`src/rtl/full_adder_pkg.sv`:
```
// Shared types and constants for the full_adder slice.
//   adder_res_t : packed result {cout, s}
//   FA_LATENCY  : cycles from a valid input edge to its result when registered
package full_adder_pkg;

   typedef struct packed {
      logic cout;
      logic s;
   } adder_res_t;

   localparam int unsigned FA_LATENCY = 1;

endpackage : full_adder_pkg

```
`src/rtl/half_adder.sv`:
```
// Half adder: sum = x ^ y, carry = x & y.
// Ports:
//   x, y  : addend bits
//   sum   : sum bit
//   carry : carry bit
module half_adder (
   input  logic x,
   input  logic y,
   output logic sum,
   output logic carry
);

   assign sum   = x ^ y;
   assign carry = x & y;

endmodule : half_adder

```
`src/rtl/full_adder.sv`:
```
// One-bit full adder built from two half adders, with an optional output
// register stage.
// Parameters:
//   OUT_REG : 1 = registered outputs (one-cycle latency), 0 = combinational
// Ports:
//   clk, rst  : clock and asynchronous active-high reset (unused if OUT_REG=0)
//   in_valid  : a, b, cin carry an operand set this cycle
//   a, b, cin : addends and carry-in
//   out_valid : s and cout hold a fresh result
//   s, cout   : sum and carry-out
module full_adder
   import full_adder_pkg::*;
#(
   parameter bit OUT_REG = 1'b1
) (
   input  logic clk,
   input  logic rst,
   input  logic in_valid,
   input  logic a,
   input  logic b,
   input  logic cin,
   output logic out_valid,
   output logic s,
   output logic cout
);

   logic       w_ha0_sum;
   logic       w_ha0_carry;
   logic       w_ha1_carry;
   adder_res_t w_res;

   half_adder u_ha0 (
      .x     (a),
      .y     (b),
      .sum   (w_ha0_sum),
      .carry (w_ha0_carry)
   );

   half_adder u_ha1 (
      .x     (w_ha0_sum),
      .y     (cin),
      .sum   (w_res.s),
      .carry (w_ha1_carry)
   );

   // The two carries can never both be set, so OR equals majority(a, b, cin).
   assign w_res.cout = w_ha0_carry | w_ha1_carry;

   generate
      if (OUT_REG) begin : g_reg
         adder_res_t r_res;
         logic       r_valid;

         // Result holds across idle cycles; out_valid pulses for one cycle
         // per accepted operand set.
         always_ff @(posedge clk or posedge rst) begin
            if (rst) begin
               r_res   <= '0;
               r_valid <= 1'b0;
            end else begin
               r_valid <= in_valid;
               if (in_valid) begin
                  r_res <= w_res;
               end
            end
         end

         assign s         = r_res.s;
         assign cout      = r_res.cout;
         assign out_valid = r_valid;
      end else begin : g_comb
         logic w_unused_clk_rst;
         assign w_unused_clk_rst = clk ^ rst;

         assign s         = w_res.s;
         assign cout      = w_res.cout;
         assign out_valid = in_valid;
      end
   endgenerate

endmodule : full_adder

```
`config.mk`:
```
export PLATFORM = sky130hd
export DESIGN_NAME = full_adder
export DESIGN_NICKNAME = d
export VERILOG_FILES = /design/src/rtl/full_adder_pkg.sv /design/src/rtl/half_adder.sv /design/src/rtl/full_adder.sv
export SDC_FILE = /design/constraint.sdc
export NUM_CORES = 1
export LEC_CHECK = 0
export BUFFER_PORTS_ARGS = -buffer_cell sky130_fd_sc_hd__buf_4
export CAP_MARGIN = 20
export CORE_AREA = 2 2 39 41
export DETAILED_ROUTE_END_ITERATION = 12
export DIE_AREA = 0 0 41 43
export GPL_ROUTABILITY_DRIVEN = 0
export SETUP_SLACK_MARGIN = 0.02
export SYNTH_ARGS = -nofsm -noshare
export SYNTH_HDL_FRONTEND = slang
export SYNTH_SLANG_ARGS = --single-unit
```
`constraint.sdc`:
```
create_clock -name clk -period 1.2 [get_ports clk]
set_input_delay 0.24 -clock clk [delete_from_list [all_inputs] [get_ports clk]]
set_output_delay 0.24 -clock clk [all_outputs]
set_load 0.01 [all_outputs]
```
==> flow_summary.ini, run 1 <==
[synth]
synthesis.nets = 14
synth_top_family_by_area = multiplexers
synthSimpleGateAreaFrac = 0
synth_edf_count = 0
synth_seq_cells = 3
synth_area_per_cell_sq_um = 17.3
synth-warning-count = 0
synth_area_sq_um = 121
synth_common_cells = dfrtp_1, mux2_2, fa_1, inv_1
netlist.top_cell.by_area = dfrtp_1
synth-compound-area-share = 0
synthMuxAreaShare = 0.186
syn-instance-count = 7
ys.flop_type = dfrtp_1
synthArstFlopShare = 1.00
yosysMostFrequentCell = dfrtp_1
synthAdderAreaFrac = 0.165
yosys-top-cells-area = dfrtp_1, mux2_2, fa_1
synthDistinctLibCells = 4
synth_xor_area_frac = 0
synth-seq-area-share = 0.619
synth.top_cell.area_share = 0.619

[cts]
cts-htree-levels = 1
cts_resized = 0
cts_tree = built
cts_setup_buffers = 0
cts_num_sinks = 3
cts-root-buf = clkbuf_4
cts_buffers = 3
hold_buffers = 1
clk_pin_slew_ps = 40
clock_latency_ps = 230
cts_buffer_depth = 2

[final_layout]
nets = 28
n_antenna_cell = 0
area_growth_pct = 95.9
drive_above_1_share = 0.650

[grt]
grt_max_degree = 4
groute.usage.overall = 0.0453
grt_pass1_vias = 105
antenna_found_initial = 0
grt_pass1_wl_um = 420
overflow = 0

[sta]
finalCriticalPeriod_ps = 1000
setup_violations = 0
tightest_slew_ps = 130
hold_slack_ps = 146
relSlewSlack = 0.913
hold_viol_final = 0
fin_crit_sh = 0.834
worst_slack_ps = 199
finalSetupTns_ps = 0
finClkSkew_ps = 0
slew_violations = 0
fmax_ghz = 0.999
rsz0062_at_grt = false

[drt]
drt_iter0_drc = 0
wl_per_cell_um = 8.61
wl_met1_um = 139
viasPerCell = 2.92
wl_met3_um = 70
num_vias = 105
wl_um = 310
top_layer = met3
antenna_left = 0
route.detailed.drc = 0
dr.pass1.iters = 1
wl_met2_um = 100

[worst_setup_path]
worst_r2r_endpoint = cout$_DFFE_PP0P_
rr_startpoint = cout$_DFFE_PP0P_
cp-end-kind = output pin
cp_max_fo = 2
slowest_stage = dfrtp_1
cpLargestDelayFamily = flip-flops
required_ps = 960
rrSetupSlack_ps = 440
worstPathCellList = buf_4
path_buf_inv = 1
cp.arrival_ps = 760
crit_type = flip-flop to output pin
reg2regPathDepth = 1
worst_path_largest_cell_delay_ps = 380
startpoint_type = flip-flop

[floorplanning]
placementRows = 14
dieArea_sq_mm = 0.00176
core-area_sq_mm = 0.00138
die_w_um = 41
fp.dieH_um = 43
start_util = 0.0877
ios = 9

[placement]
dp_slack_ps = -13.7
port_buffers = 8

[power]
power_w = 0.000362
power_density_mw_per_mm2 = 1520
p_leak_nw = 0.113
ir_worst_vdd_mv = 0.251

[run_status]
run_status = finished clean

[min_path]
worstHoldPathCells = 1
worstHoldEndpoint = out_valid$_DFF_PP0_
min_path_type = primary input to flip-flop
hold_start = in_valid

[flow_run]
cap_violations = 0
per-layer routing:
| metal | vias to the layer above | track usage |
|---|---|---|
| met2 | 11 | 0.0313 |
| met3 | 0 | 0.0785 |
| met5 | - | 0 |
| li1 | 48 | - |
| met4 | 0 | 0.0200 |
| met1 | 46 | 0.0550 |
cell type report:
cell class | instances | area [sq um]
clock buffers | 4 | 26.3
fillers | 152 | 1150
inverters | 1 | 3.75
multi-input cells | 3 | 42.5
flip-flops and latches | 3 | 75.1
well taps | 16 | 20.0
repair buffers | 9 | 70.1
how the worst max path moves through the flow:
| stage | startpoint | end | slack [ps] | cells after the start |
|---|---|---|---|---|
| finish | cout$_DFFE_PP0P_ | cout | 200 | 1 |
| global route | cout$_DFFE_PP0P_ | cout | 170 | 1 |
| CTS | cout$_DFFE_PP0P_ | cout | 200 | 1 |
| detailed placement | a | s$_DFFE_PP0P_ | -10 | 3 |
| global placement | a | s$_DFFE_PP0P_ | -0.5 | 3 |
| floorplan | a | s$_DFFE_PP0P_ | 130 | 2 |
state kept, by name, indices dropped and copies added, names as in the netlist:
signal / flops
out_valid: 1
cout: 1
s: 1
cells in the final DEF (no fill, tap or decap):
master         synthesis  routed
inv_1                  1       1
buf_4                  0       8
fa_1                   1       1
mux2_2                 2       2
dlygate4sd3_1          0       1
dfrtp_1                3       3
clkbuf_4               0       3
clkbuf_1               0       1
metrics by stage:
step / util / instance area, sq um / instances
after floorplan: - / 121 / 7
after global placement: 0.146 / 201 / 31
after detailed placement: 0.146 / 201 / 31
after CTS: 0.172 / 238 / 36
after global routing: 0.172 / 238 / 36
final: 0.172 / 238 / 36
power by group:
group	leakage [nW]	internal, W	switching [W]
clock network	0.0150	0.000125	0.0000543
logic	0.0631	0.0000391	0.0000229
registers	0.0350	0.000114	0.00000634
total	0.113	0.000278	0.0000835
cell families (layout without fill, tap and decap cells):
logic type / after synthesis / count (layout)
flops: 3 / 3
mux: 2 / 2
fa+ha+maj: 1 / 1
buf+inv: 1 / 14
(Power assumes the default switching activity.)
==> inputs of run 2 (changes only) <==
- clock period: 1.2 -> 0.9 ns (I/O delays scaled with it)
==> flow_summary.ini, run 2 (synthesis results as in run 1) <==
[drt]
antenna_left = 0
wl_um = 306
drt_iter0_drc = 0
viasPerCell = 3.11
wl_per_cell_um = 8.05
num_vias = 118
dr.pass1.iters = 1
route.detailed.drc = 0

[power]
power_frac_comb = 0.239
clock_power_share = 0.446
p_switching_w = 0.000116
seq_power_share = 0.315
ir_worst_vdd_mv = 0.451
p_int_w = 0.000407
p_leak_nw = 0.134
switching_share = 0.222
power_density_mw_per_mm2 = 1910

[floorplanning]
ios = 9
fp.dieH_um = 43
placementRows = 14
die_w_um = 41
start_util = 0.0877
dieArea_sq_mm = 0.00176
core-area_sq_mm = 0.00138

[sta]
finClkSkew_ps = 0
finalCriticalPeriod_ps = 921
setup_violations = 2
finalSetupTns_ps = -39.5
tightest_slew_ps = 117
fmax_ghz = 1.09
rsz0062_at_grt = true
hold_viol_final = 0
hold_slack_ps = 89.4
fin_crit_sh = 1.02
worst_slack_ps = -20.7
slew_violations = 0
relSlewSlack = 0.922

[final_layout]
final_cell_mix = buf_4, clkbuf_4, dfrtp_1, buf_6, mux2_4
final_area_sq_um = 274
mostFrequentLayoutCell = buf_4
drive_above_1_share = 0.727
nets = 30
area_growth_pct = 126
n_antenna_cell = 0

[cts]
clock_latency_ps = 230
cts_num_sinks = 3
cts-htree-levels = 1
cts_buffer_depth = 2
cts_tree = built
clk_pin_slew_ps = 40
cts_buffers = 3
cts-root-buf = clkbuf_4

[grt]
groute.usage.overall = 0.0545
overflow = 0
antenna_found_initial = 0
grt_pass1_vias = 148
grt_max_degree = 4
grt_pass1_wl_um = 510

[worst_setup_path]
cp-startpoint = cout$_DFFE_PP0P_
required_ps = 720
cpLargestDelayFamily = flip-flops
cp.arrival_ps = 740
worst_path_largest_cell_delay_ps = 380
cp-endpoint = cout
reg2regPathDepth = 2
crit_type = flip-flop to output pin
rrSetupSlack_ps = 0
worst-path-stages = 1
cp_max_fo = 2
startpoint_type = flip-flop
slowest_stage = dfrtp_1
worst_r2r_endpoint = cout$_DFFE_PP0P_
cp-end-kind = output pin
path_buf_inv = 1
worstPathCellList = buf_6
rr_startpoint = cout$_DFFE_PP0P_

[run_status]
violations = negative setup slack
run_status = finished with violations

[flow_run]
cap_violations = 0

[placement]
port_buffers = 8
dp_slack_ps = -236
placedInstanceArea_sq_um = 208

[min_path]
min_path_type = primary input to flip-flop
-- run 2: power groups by stage --
stage | registers, W | clock network, W | logic, W
2_1_floorplan | 0.000170 | 0 | 0.0000240
3_3_place_gp | 0.000164 | 0 | 0.0000831
3_5_place_dp | 0.000166 | 0 | 0.0000842
4_1_cts | 0.000165 | 0.000251 | 0.000126
5_1_grt | 0.000167 | 0.000251 | 0.000137
6_report | 0.000165 | 0.000234 | 0.000125
-- run 2: worst register-to-register path: stages, from the launching register on --
cell and delay [ps]:
dfrtp_1 380, buf_4 140, mux2_4 250
-- run 2: per-stage QoR --
step	std cells	util	power [W]
2_1_floorplan	7	-	0.000194
3_3_place_gp	31	0.150	0.000247
3_5_place_dp	31	0.150	0.000250
4_1_cts	38	0.198	0.000542
5_1_grt	38	0.198	0.000555
6_report	38	0.198	0.000523
-- run 2: worst min-delay path by stage --
| stage | start | endpoint | cells after the start |
|---|---|---|---|
| 2_1_floorplan | rst | cout$_DFFE_PP0P_ | 1 |
| 3_3_place_gp | rst | cout$_DFFE_PP0P_ | 2 |
| 3_5_place_dp | rst | out_valid$_DFF_PP0_ | 2 |
| 4_1_cts | in_valid | out_valid$_DFF_PP0_ | 1 |
| 5_1_grt | in_valid | out_valid$_DFF_PP0_ | 1 |
| 6_report | in_valid | out_valid$_DFF_PP0_ | 1 |
-- run 2: what timing repair did --
action	CTS	global route
gates resized for setup	4	0
endpoints found under the hold margin	3	0
setup buffers	2	0
endpoints found under the setup margin	4	5
hold buffers	1	0
-- run 2: cell type report --
type	instances	area, sq um
Timing Repair Buffer	11	96.3
Tap cell	16	20.0
Clock buffer	4	26.3
Sequential cell	3	75.1
Multi-Input combinational cell	3	52.6
Inverter	1	3.75
Fill cell	158	1110
-- run 2: per-layer routing --
metal / track usage / up-vias / part of all wire
met4: 0.100 / 0 / 0.046
met1: 0.0426 / 54 / 0.37
li1: - / 51 / -
met3: 0.0314 / 2 / 0.16
met2: 0.0625 / 11 / 0.43
met5: 0 / - / 0
==> inputs of run 3 (changes only) <==
- clock period: 0.9 -> 0.8 ns (I/O delays scaled with it)
==> flow_summary.ini, run 3 (synthesis results as in run 1) <==
[sta]
tightest_slew_ps = 117
finClkSkew_ps = 0
setup_violations = 5
fin_crit_sh = 1.13
worst_slack_ps = -101
finalCriticalPeriod_ps = 901
rsz0062_at_grt = true
hold_viol_final = 0
finalSetupTns_ps = -461
relSlewSlack = 0.922
fmax_ghz = 1.11
slew_violations = 0

[floorplanning]
start_util = 0.0877
die_w_um = 41
core-area_sq_mm = 0.00138
dieArea_sq_mm = 0.00176
placementRows = 14
fp.dieH_um = 43
ios = 9

[run_status]
run_status = finished with violations
violations = negative setup slack

[worst_setup_path]
path_buf_inv = 1
startpoint_type = flip-flop
cpLargestDelayFamily = flip-flops
rr_startpoint = cout$_DFFE_PP0P_
crit_type = flip-flop to output pin
required_ps = 640
worstPathCellList = buf_6
slowest_stage = dfrtp_1
cp-startpoint = cout$_DFFE_PP0P_
cp.arrival_ps = 740
cp_max_fo = 2
worst_path_largest_cell_delay_ps = 380
cp-end-kind = output pin

[min_path]
min_path_type = primary input to flip-flop
hold_start = in_valid

[drt]
drt_iter0_drc = 2
viasPerCell = 3.16
wl_um = 312
antenna_left = 0
dr.pass1.iters = 2
wl_per_cell_um = 8.21
num_vias = 120
route.detailed.drc = 0

[power]
power_density_mw_per_mm2 = 2160
p_leak_nw = 0.130
ir_worst_vdd_mv = 0.486
power_w = 0.000583

[grt]
grt_pass1_vias = 148
groute.usage.overall = 0.0556
grt_pass1_wl_um = 524
antenna_found_initial = 0
overflow = 0
grt_max_degree = 4

[cts]
clk_pin_slew_ps = 40
cts-root-buf = clkbuf_4
cts_buffer_depth = 2
cts_num_sinks = 3
cts_tree = built
cts_buffers = 3
clock_latency_ps = 230
cts-htree-levels = 1

[final_layout]
final_cell_mix = buf_4, clkbuf_4, dfrtp_1, buf_6
multi_input_area_sq_um = 48.8
drive_above_1_share = 0.727
n_antenna_cell = 0
area_growth_pct = 123
nets = 30
final_area_sq_um = 270
fin_util = 0.195
mostFrequentLayoutCell = buf_4
regArea_sq_um = 75.1
fill_cells = 158

[flow_run]
cap_violations = 0

[placement]
port_buffers = 8
placedInstanceArea_sq_um = 208
==> run 3: cell counts in the layout (fill, tap and decap cells not counted) <==
Identical to the previous run, type by type.
==> run 3: cell type report <==
cell class                      count  share of cell area
Clock buffer                        4              0.0972
Inverter                            1              0.0139
Multi-Input combinational cell      3               0.181
Sequential cell                     3               0.278
Tap cell                           16              0.0741
Timing Repair Buffer               11               0.356
==> run 3: repair_timing <==
item | in CTS | in global routing
setup buffers | 2 | 0
resized for setup | 3 | 0
setup endpoints to repair | 5 | 5
gates cloned | 0 | 0
hold buffers | 1 | 0
hold endpoints to repair | 3 | 0
==> run 3: worst paths after layout <==
kind                       slack [ps]             endpoint  cells past startpoint
setup / recovery                 -100                 cout                      1
hold / removal                     60  out_valid$_DFF_PP0_                      1
setup reg to reg                 -100     cout$_DFFE_PP0P_                      2
hold reg to reg                   630     cout$_DFFE_PP0P_                      2
max in group asynchronous         310        s$_DFFE_PP0P_                      3
min in group asynchronous         360     cout$_DFFE_PP0P_                      3
==> run 3: report_power, final <==
group	switching [W]	internal [W]	total (W)
Combinational	0.0000412	0.0000930	0.000134
Clock	0.0000760	0.000187	0.000263
Sequential	0.0000135	0.000172	0.000186
==> run 3: layer usage <==
layer  up-vias  global-route usage  wire (um)
met2        11              0.0625        131
met1        56              0.0459        119
met3         2              0.0314         47
met4         0               0.100         14
met5         -                   0          0
li1         51                   -          -
==> run 3: per-stage QoR <==
stage	hold slack (ps)	worst slack (ps)	std cells
after floorplan	-86.4	-166	7
after global placement	40.4	-296	31
after detailed placement	38.5	-316	31
after CTS	55.3	-112	38
after global routing	63.6	-125	38
final	64.6	-101	38
